<file path="config.mk">
export PLATFORM = sky130hd
export DESIGN_NAME = text_slot_loader_flat
export DESIGN_NICKNAME = d
export VERILOG_FILES = /design/src/rtl/text_slot_loader_pkg.sv /design/src/rtl/text_slot_loader_if.sv /design/src/rtl/text_slot_loader_ascii_to_glyph_index.sv /design/src/rtl/text_slot_loader.sv /design/src/flat_wrapper.sv
export SDC_FILE = /design/constraint.sdc
export NUM_CORES = 1
export LEC_CHECK = 0
export ABC_CLOCK_PERIOD_IN_PS = 1900
export BUFFER_PORTS_ARGS = -buffer_cell sky130_fd_sc_hd__buf_2
export CORE_MARGIN = 2
export CORE_UTILIZATION = 40
export DETAILED_ROUTE_END_ITERATION = 8
export GPL_TIMING_DRIVEN = 0
export SYNTH_ARGS = -nofsm -noshare
export SYNTH_HDL_FRONTEND = slang
export SYNTH_SLANG_ARGS = --single-unit
</file>
<file path="constraint.sdc">
create_clock -name clk -period 1.9 [get_ports clk]
set_input_delay 0.285 -clock clk [delete_from_list [all_inputs] [get_ports clk]]
set_output_delay 0.285 -clock clk [all_outputs]
set_load 0.02 [all_outputs]
</file>
<file path="src/rtl/text_slot_loader_pkg.sv">
// -----------------------------------------------------------------------------
// text_slot_loader_pkg
// Shared constants and types for the text slot loader and any other text
// source that feeds the character-display effect stages.
//   SLOT_ID_W / NUM_SLOTS / IDX_W : bus geometry
//   BLANK_INDEX                   : glyph index of a space
//   state_t                       : loader FSM states
//   ASCII_*                       : printable / lower-case range limits
// No ports (package).
// -----------------------------------------------------------------------------
package text_slot_loader_pkg;

   localparam int SLOT_ID_W = 4;
   localparam int NUM_SLOTS = 7;
   localparam int IDX_W     = 7;
   localparam int PTR_W     = 3;

   localparam logic [IDX_W-1:0]     BLANK_INDEX = 7'h20;
   localparam logic [SLOT_ID_W-1:0] LAST_SLOT   = 4'd6;
   localparam logic [PTR_W-1:0]     LAST_PTR    = 3'd6;

   localparam logic [7:0] ASCII_PRINT_LO = 8'h20;
   localparam logic [7:0] ASCII_PRINT_HI = 8'h7E;
   localparam logic [7:0] ASCII_LOWER_LO = 8'h61;
   localparam logic [7:0] ASCII_LOWER_HI = 8'h7A;

   typedef enum logic [1:0] {
      IDLE   = 2'd0,
      FILL   = 2'd1,
      DRAIN  = 2'd2,
      COMMIT = 2'd3
   } state_t;

endpackage

</file>
<file path="src/rtl/text_slot_loader_if.sv">
// -----------------------------------------------------------------------------
// text_slot_loader_if
// Byte-stream handshake into the loader.
//   in_valid : source presents in_char
//   in_ready : loader accepts this cycle (transfer = in_valid && in_ready)
//   in_char  : ASCII byte
//   in_last  : in_char is the final byte of the message
// Modports: master (byte source), slave (loader).
// -----------------------------------------------------------------------------
interface text_slot_loader_if;

   logic       in_valid;
   logic       in_ready;
   logic [7:0] in_char;
   logic       in_last;

   modport master (output in_valid, output in_char, output in_last, input in_ready);
   modport slave  (input in_valid, input in_char, input in_last, output in_ready);

endinterface

</file>
<file path="src/rtl/text_slot_loader_ascii_to_glyph_index.sv">
// -----------------------------------------------------------------------------
// ascii_to_glyph_index
// Combinational ASCII byte to glyph-index conversion. Non-printable codes,
// DEL and bytes with bit 7 set map to the blank glyph.
// Option macro TEXT_SLOT_LOADER_CASE_FOLD_EN: when defined, 'a'..'z' are
// folded to 'A'..'Z' because the glyph table only has upper-case shapes.
//   code  : input  8     ASCII byte
//   glyph : output IDX_W glyph index
// -----------------------------------------------------------------------------
module ascii_to_glyph_index
   import text_slot_loader_pkg::*;
(
   input  logic [7:0]       code,
   output logic [IDX_W-1:0] glyph
);

   // Printable-range filter with optional lower-to-upper fold
   always_comb begin
      glyph = BLANK_INDEX;
      if (code[7] || (code < ASCII_PRINT_LO) || (code > ASCII_PRINT_HI)) begin
         glyph = BLANK_INDEX;
      end else begin
`ifdef TEXT_SLOT_LOADER_CASE_FOLD_EN
         if ((code >= ASCII_LOWER_LO) && (code <= ASCII_LOWER_HI)) begin
            glyph = code[6:0] - 7'h20;
         end else begin
            glyph = code[6:0];
         end
`else
         glyph = code[6:0];
`endif
      end
   end

endmodule

</file>
<file path="src/rtl/text_slot_loader.sv">
// -----------------------------------------------------------------------------
// text_slot_loader
// Accepts a message as a byte stream, stores up to NUM_SLOTS glyph indices in
// a shadow buffer, commits complete messages atomically to an active buffer
// and broadcasts the active buffer one slot per clock on check/text_index.
// Option macro TEXT_SLOT_LOADER_CASE_FOLD_EN (see ascii_to_glyph_index).
//   clk        : input   system clock
//   rst_n      : input   synchronous active-low reset
//   in_bus     : slave   byte handshake (in_valid/in_ready/in_char/in_last)
//   clear      : input   abort fill and blank the active buffer
//   check      : output  slot id on the bus, 0..NUM_SLOTS-1
//   text_index : output  glyph index for slot check
//   loaded     : output  one-cycle pulse, first cycle the new message is live
//   busy       : output  high while filling, draining or committing
// -----------------------------------------------------------------------------
module text_slot_loader
   import text_slot_loader_pkg::*;
(
   input  logic                 clk,
   input  logic                 rst_n,
   text_slot_loader_if.slave    in_bus,
   input  logic                 clear,
   output logic [SLOT_ID_W-1:0] check,
   output logic [IDX_W-1:0]     text_index,
   output logic                 loaded,
   output logic                 busy
);

   state_t                 state_r, state_s;
   logic [PTR_W-1:0]       ptr_r;
   logic [IDX_W-1:0]       shadow_r [NUM_SLOTS];
   logic [IDX_W-1:0]       active_r [NUM_SLOTS];
   logic [IDX_W-1:0]       active_s [NUM_SLOTS];
   logic [SLOT_ID_W-1:0]   check_r, check_s;
   logic [IDX_W-1:0]       text_index_r;
   logic                   loaded_r, busy_r, in_ready_r;
   logic                   accept_s, shadow_we_s;
   logic [IDX_W-1:0]       glyph_s;

   ascii_to_glyph_index u_conv (
      .code  (in_bus.in_char),
      .glyph (glyph_s)
   );

   assign accept_s        = in_bus.in_valid && in_ready_r;
   assign in_bus.in_ready = in_ready_r;
   assign check           = check_r;
   assign text_index      = text_index_r;
   assign loaded          = loaded_r;
   assign busy            = busy_r;

   // FSM next state and shadow write enable; clear drops any byte this cycle
   always_comb begin
      state_s     = state_r;
      shadow_we_s = 1'b0;
      if (clear) begin
         state_s = IDLE;
      end else begin
         case (state_r)
            IDLE: begin
               if (accept_s) begin
                  shadow_we_s = 1'b1;
                  state_s     = in_bus.in_last ? COMMIT : FILL;
               end else begin
                  state_s = IDLE;
               end
            end
            FILL: begin
               if (accept_s) begin
                  shadow_we_s = 1'b1;
                  if (in_bus.in_last) begin
                     state_s = COMMIT;
                  end else if (ptr_r == LAST_PTR) begin
                     state_s = DRAIN;
                  end else begin
                     state_s = FILL;
                  end
               end else begin
                  state_s = FILL;
               end
            end
            DRAIN: begin
               if (accept_s && in_bus.in_last) begin
                  state_s = COMMIT;
               end else begin
                  state_s = DRAIN;
               end
            end
            COMMIT:  state_s = IDLE;
            default: state_s = IDLE;
         endcase
      end
   end

   // Active buffer next value: blank on clear, shadow copy on commit
   always_comb begin
      for (int i = 0; i < NUM_SLOTS; i++) begin
         active_s[i] = active_r[i];
         if (clear) begin
            active_s[i] = BLANK_INDEX;
         end else if ((state_r == COMMIT) && (PTR_W'(i) < ptr_r)) begin
            active_s[i] = shadow_r[i];
         end else if (state_r == COMMIT) begin
            active_s[i] = BLANK_INDEX;
         end else begin
            active_s[i] = active_r[i];
         end
      end
   end

   // Scanner slot counter wraps after the last slot
   always_comb begin
      check_s = 4'd0;
      if (check_r >= LAST_SLOT) begin
         check_s = 4'd0;
      end else begin
         check_s = check_r + 4'd1;
      end
   end

   // State, buffers and registered outputs; the bus pair samples the
   // post-commit buffer so a commit shows up on the very next cycle
   always_ff @(posedge clk) begin
      if (!rst_n) begin
         state_r      <= IDLE;
         ptr_r        <= 3'd0;
         check_r      <= 4'd0;
         text_index_r <= BLANK_INDEX;
         loaded_r     <= 1'b0;
         busy_r       <= 1'b0;
         in_ready_r   <= 1'b0;
         for (int i = 0; i < NUM_SLOTS; i++) begin
            shadow_r[i] <= BLANK_INDEX;
            active_r[i] <= BLANK_INDEX;
         end
      end else begin
         state_r      <= state_s;
         check_r      <= check_s;
         text_index_r <= active_s[check_s[2:0]];
         loaded_r     <= (state_r == COMMIT) && !clear;
         busy_r       <= (state_s != IDLE);
         in_ready_r   <= (state_s != COMMIT);
         for (int i = 0; i < NUM_SLOTS; i++) begin
            active_r[i] <= active_s[i];
         end
         if (clear || (state_r == COMMIT)) begin
            ptr_r <= 3'd0;
            for (int i = 0; i < NUM_SLOTS; i++) begin
               shadow_r[i] <= BLANK_INDEX;
            end
         end else if (shadow_we_s) begin
            shadow_r[ptr_r] <= glyph_s;
            ptr_r           <= ptr_r + 3'd1;
         end else begin
            ptr_r <= ptr_r;
         end
      end
   end

endmodule

</file>
<file path="src/flat_wrapper.sv">
// flat-port wrapper written by rule: the top's interface ports become plain ports
module text_slot_loader_flat import text_slot_loader_pkg::*;
  (clk, rst_n, clear, check, text_index, loaded, busy, in_bus_in_valid, in_bus_in_char, in_bus_in_last, in_bus_in_ready);
  text_slot_loader_if in_bus_i ();
  input  logic clk;
  input  logic rst_n;
  input  logic clear;
  output logic [SLOT_ID_W-1:0] check;
  output logic [IDX_W-1:0] text_index;
  output logic loaded;
  output logic busy;
  input wire logic [$bits(in_bus_i.in_valid)-1:0] in_bus_in_valid;
  input wire logic [$bits(in_bus_i.in_char)-1:0] in_bus_in_char;
  input wire logic [$bits(in_bus_i.in_last)-1:0] in_bus_in_last;
  output wire logic [$bits(in_bus_i.in_ready)-1:0] in_bus_in_ready;
  assign in_bus_i.in_valid = in_bus_in_valid;
  assign in_bus_i.in_char = in_bus_in_char;
  assign in_bus_i.in_last = in_bus_in_last;
  assign in_bus_in_ready = in_bus_i.in_ready;
  text_slot_loader u_core (.clk(clk), .rst_n(rst_n), .in_bus(in_bus_i), .clear(clear), .check(check), .text_index(text_index), .loaded(loaded), .busy(busy));
endmodule
</file>
== After elaboration in Yosys (flattened, before gate mapping) ==
Memory sizes are Yosys's and may differ from the RTL's.
Index checks and enable logic that the tools add are counted.
Operators by class
  add/sub/neg operators: 2
  $mul: 0
  div/mod/pow operators: 0
  order comparisons: 11
  eq/ne operators: 5
  shift-type cells: 0
  mux-type cells: 63
  bitwise gates (word level): 16
  reduce and logical (&&, ||, !) cells: 20
Operator list (number)
  7-bit two-way mux: 39
  7-bit binary-select mux with 3-bit select: 1
  1-bit two-way mux: 14
  1-bit OR: 14
  2-bit two-way mux: 6
  1-bit logical AND: 10
  3-bit < comparator (first input constant): 3
  8-bit by 7-bit > comparator with 1-bit output (second input constant): 1
  8-bit by 6-bit < comparator with 1-bit output (second input constant): 1
  2-bit one-hot mux with 4 select lines: 1
  7-bit OR reduction: 1
  1-bit by 3-bit < comparator with 1-bit output (first input constant): 2
  2-bit by 3-bit < comparator with 1-bit output (first input constant): 2
  3-bit two-way mux: 2
  2-bit OR reduction: 3
  4-bit by 1-bit adder with 4-bit output (second input constant): 1
  2-bit == test (second input constant): 2
  4-bit by 3-bit greater-or-equal comparator with 1-bit output (second input constant): 1
  4-bit greater-or-equal comparator (second input constant): 1
  3-bit NOT with 4-bit output: 1
  3-bit by 1-bit adder with 3-bit output (second input constant): 1
  3-bit == test (second input constant): 1
  1-bit logical OR: 3
  2-bit by 1-bit == test with 1-bit output (second input constant): 1
  other kinds (5): 5
Storage, ports and cells
  flip-flop bits (word level): 19
  bits in latches: 0
  memory bits (writable): 98
  memory bits (read-only): 0
  output and inout port bits: 14
  word-level logic and storage cells: 127
  memories kept: 2
Memory list
  u_core.active_r: words 7, bits a word 7, read ports 7, clocked after memory_dff 0, write ports 7, RTL line text_slot_loader.sv:32  | logic [IDX_W-1:0] active_r [NUM_SLOTS];
  u_core.shadow_r: words 7, bits a word 7, read ports 7, clocked after memory_dff 0, write ports 7, RTL line text_slot_loader.sv:31  | logic [IDX_W-1:0] shadow_r [NUM_SLOTS];

== Logic depth before layout (Yosys ltp) ==
  word-level depth: 10
  gate-level depth with buffers: 9
  depth with buffers taken out: 7

== Hierarchy ==
A second synthesis with hierarchy kept.
Unflattened totals
  cells, all modules: 468
  area total of the unflattened synthesis: 5051.1 um2
Modules (own cells, without submodules)
  text_slot_loader: instances 1, cells an instance 455, area an instance 4949.7 um2, seq. area each 2832.7 um2
  ascii_to_glyph_index: instances 1, cells an instance 13, area an instance 101.3 um2, seq. area each 0.0 um2

== Worst setup path before layout ==
Ideal clock, no wire load.
  kind: register -> register
  from: register u_core.check_r[0], in the netlist u_core.check[0]
  to: register u_core.text_index_r[5], in the netlist u_core.text_index[5]
  arrival time: 2.115 ns
  path slack: -0.337 ns
  stages on the path, launching flop included: 9
  buffers on the path: 2
  period minus slack after synthesis: 2.237 ns
  cells stage by stage: dfxtp_1 clkbuf_2 inv_1 ha_1 o21a_1 nor3_1 clkbuf_1 a221oi_1 o32a_1
On the way
  longest elaborated chain between the ends: 6
  elaborated cells on any way between the ends: 7
  classes of those cells: 1 x add/sub; 1 x order compare; 4 x mux; 1 x bitwise
Ends and longest elaborated chain
  start, declared: RTL line text_slot_loader.sv:34  | logic [SLOT_ID_W-1:0] check_r, check_s;
  start signal, assigned: RTL line text_slot_loader.sv:138  | check_r <= check_s;
  4-bit by 1-bit adder with 4-bit output / 4-bit by 3-bit greater-or-equal comparator with 1-bit output (equally long branches): RTL line text_slot_loader.sv:117, text_slot_loader.sv:114
  3-bit two-way mux *: RTL line text_slot_loader.sv:114  | if (check_r >= LAST_SLOT) begin
  3-bit NOT with 4-bit output (not written as such) *: RTL line text_slot_loader.sv:139  | text_index_r <= active_s[check_s[2:0]];
  7-bit binary-select mux with 3-bit select *: RTL line text_slot_loader.sv:139
  7-bit two-way mux (not written as such) * (2 in series): RTL line text_slot_loader.sv:139
  end signal, assigned: RTL line text_slot_loader.sv:139
  end, declared: RTL line text_slot_loader.sv:35  | logic [IDX_W-1:0] text_index_r;
Mark *: on every way between the ends. The rest lies on a longest branch, timed or not. The select of a mux whose other input is x is not followed.
A chain may end at the register's enable or synchronous reset.

== Worst setup path in the final report ==
  from: register u_core.check_r[0], in the netlist u_core.check[0]
  to: register u_core.text_index_r[2], in the netlist u_core.text_index[2]
Same word-level chain as after synthesis.

==> metrics.md <==
| Metric | Value |
|---|---|
| Status | `complete, but fails checks` |
| Failing checks | `design-rule violations, negative setup slack` |
| Syn avg cell area | `10.4 um2` |
| Root Buffer | `clkbuf_16` |
| CTS H-tree depth | `4` |
| Rows | `39` |
| Endpoints failing hold | `0` |
| Clock slew at reported path FFs | `0.06 ns` |
| Area Overhead vs Synth | `31.1%` |
| Cell count after synthesis | `457` |
| Worst vdd ir | `504 uV` |
| Pre-CTS WS | `-0.672 ns` |
| Seq/Total Area, Yosys | `0.596` |
| Worst r2r dst | `u_core.text_index[2]` |
| # setup viols final | `7` |
| Commonest register cell after synthesis | `dfxtp_1` |
| Post-route ant nets | `0` |
| Destination of the worst hold path | `u_core.state_r[0]` |
| Initial antenna violation count | `0` |
| ANT cells | `0` |
| Synth warn | `0` |
| PnR worst setup slack | `-0.188 ns` |
| Reg2reg path depth | `8` |
| Max Clock Skew | `0.00695 ns` |
| Post-synth EDFFs | `49` |
| DRC viols | `7` |
| Min-delay src | `in_bus_in_last` |
| Initial Util | `0.413` |
| Non-Filler Instances | `672` |
| Yosys cell types | `61` |
| Layout fillers | `1,008` |
| Cell count after placement | `624` |
| First-pass GRT wire length | `19,500 um` |
| Syn_nets | `474` |
| Area of the multi-input gates | `2130 um2` |
| Crit path kind | `reg2reg` |
| RSZ-0062 raised after global routing | `true` |
| Global route overflow | `0` |
| Via density | `5.52` |
| Async S/R FF share, synth | `0` |
| Longest Clk Path Bufs | `2` |
| CP Launch Type | `flop` |
| Worst hold margin | `0.222 ns` |
| Pwr dens | `1010 nW/um2` |
| Worst R2R Setup Slack | `-0.19 ns` |
| Share of cells above drive strength 1 | `0.285` |
| Vias | `3,712` |
| # nets final | `533` |
| Leading cell types in the layout, fill and taps excluded | `89 x nor2_1, 65 x dfxtp_1, 49 x edfxtp_1` |
| Leakage power | `2.29 nW` |
| Clock Latency Late Sink | `0.42 ns` |
| CP max FO | `5` |
| Port Buf Inserts | `24` |
| Worst Path Required | `2.24 ns` |
| Drt pass-1 iters | `7` |
| Number of max-cap violations | `0` |
| CTS tree | `built` |
| Detailed Route Iter0 Violations | `239` |
| Number of global-route vias before repair | `3,590` |
| Post-detailed-placement half-perimeter wirelength | `8850 um` |
| Post-route total power | `6.27 mW` |
| DR WL/cell | `19.0 um` |
| Final period util | `1.10` |
| CTS buffer count | `17` |
| Class of the worst hold path | `in2reg` |
| Slew margin rel. | `0.184` |
| Setup crit start | `u_core.check[0]` |
| Final Max Tran Viols | `0` |
| Die Wd | `113 um` |
| Largest net degree at the start of global routing | `17` |
| Synthesis-stage register bit count | `117` |
| Gr usage total | `0.206` |
| Highest Clock Rate | `0.479 GHz` |
| Routability cong. | `0.916` |
| Register area | `2840 um2` |
| Core ar. | `11,500 um2` |
| Die Ht | `113 um` |
| Reg-to-Reg Start | `u_core.check[0]` |
| Mapped Area | `4750 um2` |
| Final WL | `12,800 um` |
| Slew of the pin with the lowest slew margin | `1.22 ns` |
| Post-route minimum period | `2.09 ns` |
| Critical Path AT | `2.43 ns` |
| Sink Count | `117` |
| Leading cell type in the layout, fill and taps excluded | `nor2_1` |
| Worst hold stages | `3` |
| Final design utilization | `0.541` |
| CP Capture Type | `flop` |
| Number of I/O pins | `27` |
| Die Area | `12,800 um2` |
## what timing repair did
action / 4_1_cts / 5_1_grt
cloned: 0 / 0
hold buffers: 0 / 0
gates resized for setup: 42 / 31
buffers inserted: 13 / 5
pin swaps: 18 / 13
endpoints found under the setup margin: 59 / 53
## cells in the mapped netlist, types with 2 or more instances
library cell	number	share of area
a211oi_1	3	0.0047
a21oi_1	12	0.013
a221oi_1	8	0.015
a22o_1	12	0.022
a22oi_1	11	0.017
a2bb2oi_1	6	0.011
a31oi_1	5	0.0066
a32oi_1	6	0.011
and2_1	13	0.017
and3_1	3	0.0040
and4_1	6	0.011
buf_2	8	0.0084
clkbuf_1	15	0.012
clkbuf_2	2	0.0021
dfxtp_1	68	0.29
edfxtp_1	49	0.31
ha_1	4	0.011
inv_1	7	0.0055
nand2_1	42	0.033
nand2b_1	8	0.011
nand3_1	17	0.018
nand3b_1	4	0.0063
nand4_1	3	0.0040
nor2_1	90	0.071
nor3_1	3	0.0032
o21ai_0	4	0.0042
o22ai_1	12	0.016
or3b_1	2	0.0037
or4_1	2	0.0032
## kinds of logic after synthesis
kind of cell | count (synthesis) | synth area share
and+or+nand+nor | 203 | 0.203
DFF | 117 | 0.596
AOI/OAI and AO/OA | 94 | 0.151
buffers and inverters | 35 | 0.0327
adders and majority gates | 4 | 0.0105
xor gates and xnor gates | 2 | 0.00369
other | 1 | 0.000789
muxes | 1 | 0.00237
## worst max-delay path, cell delays in order, from the launching register on
cell and delay [ns]:
dfxtp_4 0.35, clkbuf_16 0.13, inv_6 0.03, ha_4 0.15
o21a_4 0.23, or4_4 0.61, o22ai_4 0.23, a31oi_1 0.10
o22ai_1 0.18
## cell type report
type	instances	share of cell area
clock buffer	23	0.0836
buffer	26	0.0249
timing repair buffer	42	0.0454
clock inverter	9	0.0151
tap	143	0.0287
multi-input combinational	305	0.341
sequential	117	0.456
inverter	7	0.00502
## through the flow
stage / setup TNS [ns] / cell area [um2]
after global placement: -28.63 / 5130
after floorplan: -0.00195 / 4830
after CTS: -1.31 / 6050
final: -1.11 / 6230
after global routing: -1.57 / 6230
after detailed placement: -28.49 / 5130
## worst max-delay path by stage
stage | to | slack [ns] | cells past startpoint
after global placement | u_core.text_index[2] | -0.65 | 8
final | u_core.text_index[2] | -0.19 | 8
after global routing | u_core.text_index[1] | -0.24 | 8
after floorplan | u_core.text_index[5] | -0.002 | 7
after CTS | u_core.text_index[1] | -0.21 | 8
after detailed placement | u_core.text_index[1] | -0.67 | 8
## power by group
part           total, mW  switching, mW  internal (mW)
Combinational      0.313          0.213         0.0996
Sequential          2.69         0.0222           2.66
Clock               3.27           1.10           2.17
## flip-flops by register name (all words and copies together) (netlist names)
signal                  count
u_core.in_bus.in_ready      1
u_core.active_r            49
u_core.loaded               1
u_core.text_index           7
u_core.check                4
u_core.state_r              2
u_core.busy                 1
u_core.ptr_r                3
u_core.shadow_r            49
## layer usage
| layer | vias to the layer above | GRT usage | part of all wire |
|---|---|---|---|
| met4 | 0 | 0.0813 | 0.023 |
| li1 | 1788 | - | - |
| met5 | - | 0 | 0 |
| met3 | 20 | 0.0605 | 0.059 |
| met1 | 1806 | 0.281 | 0.47 |
| met2 | 98 | 0.310 | 0.45 |
Power figures use the tool's default switching activity.
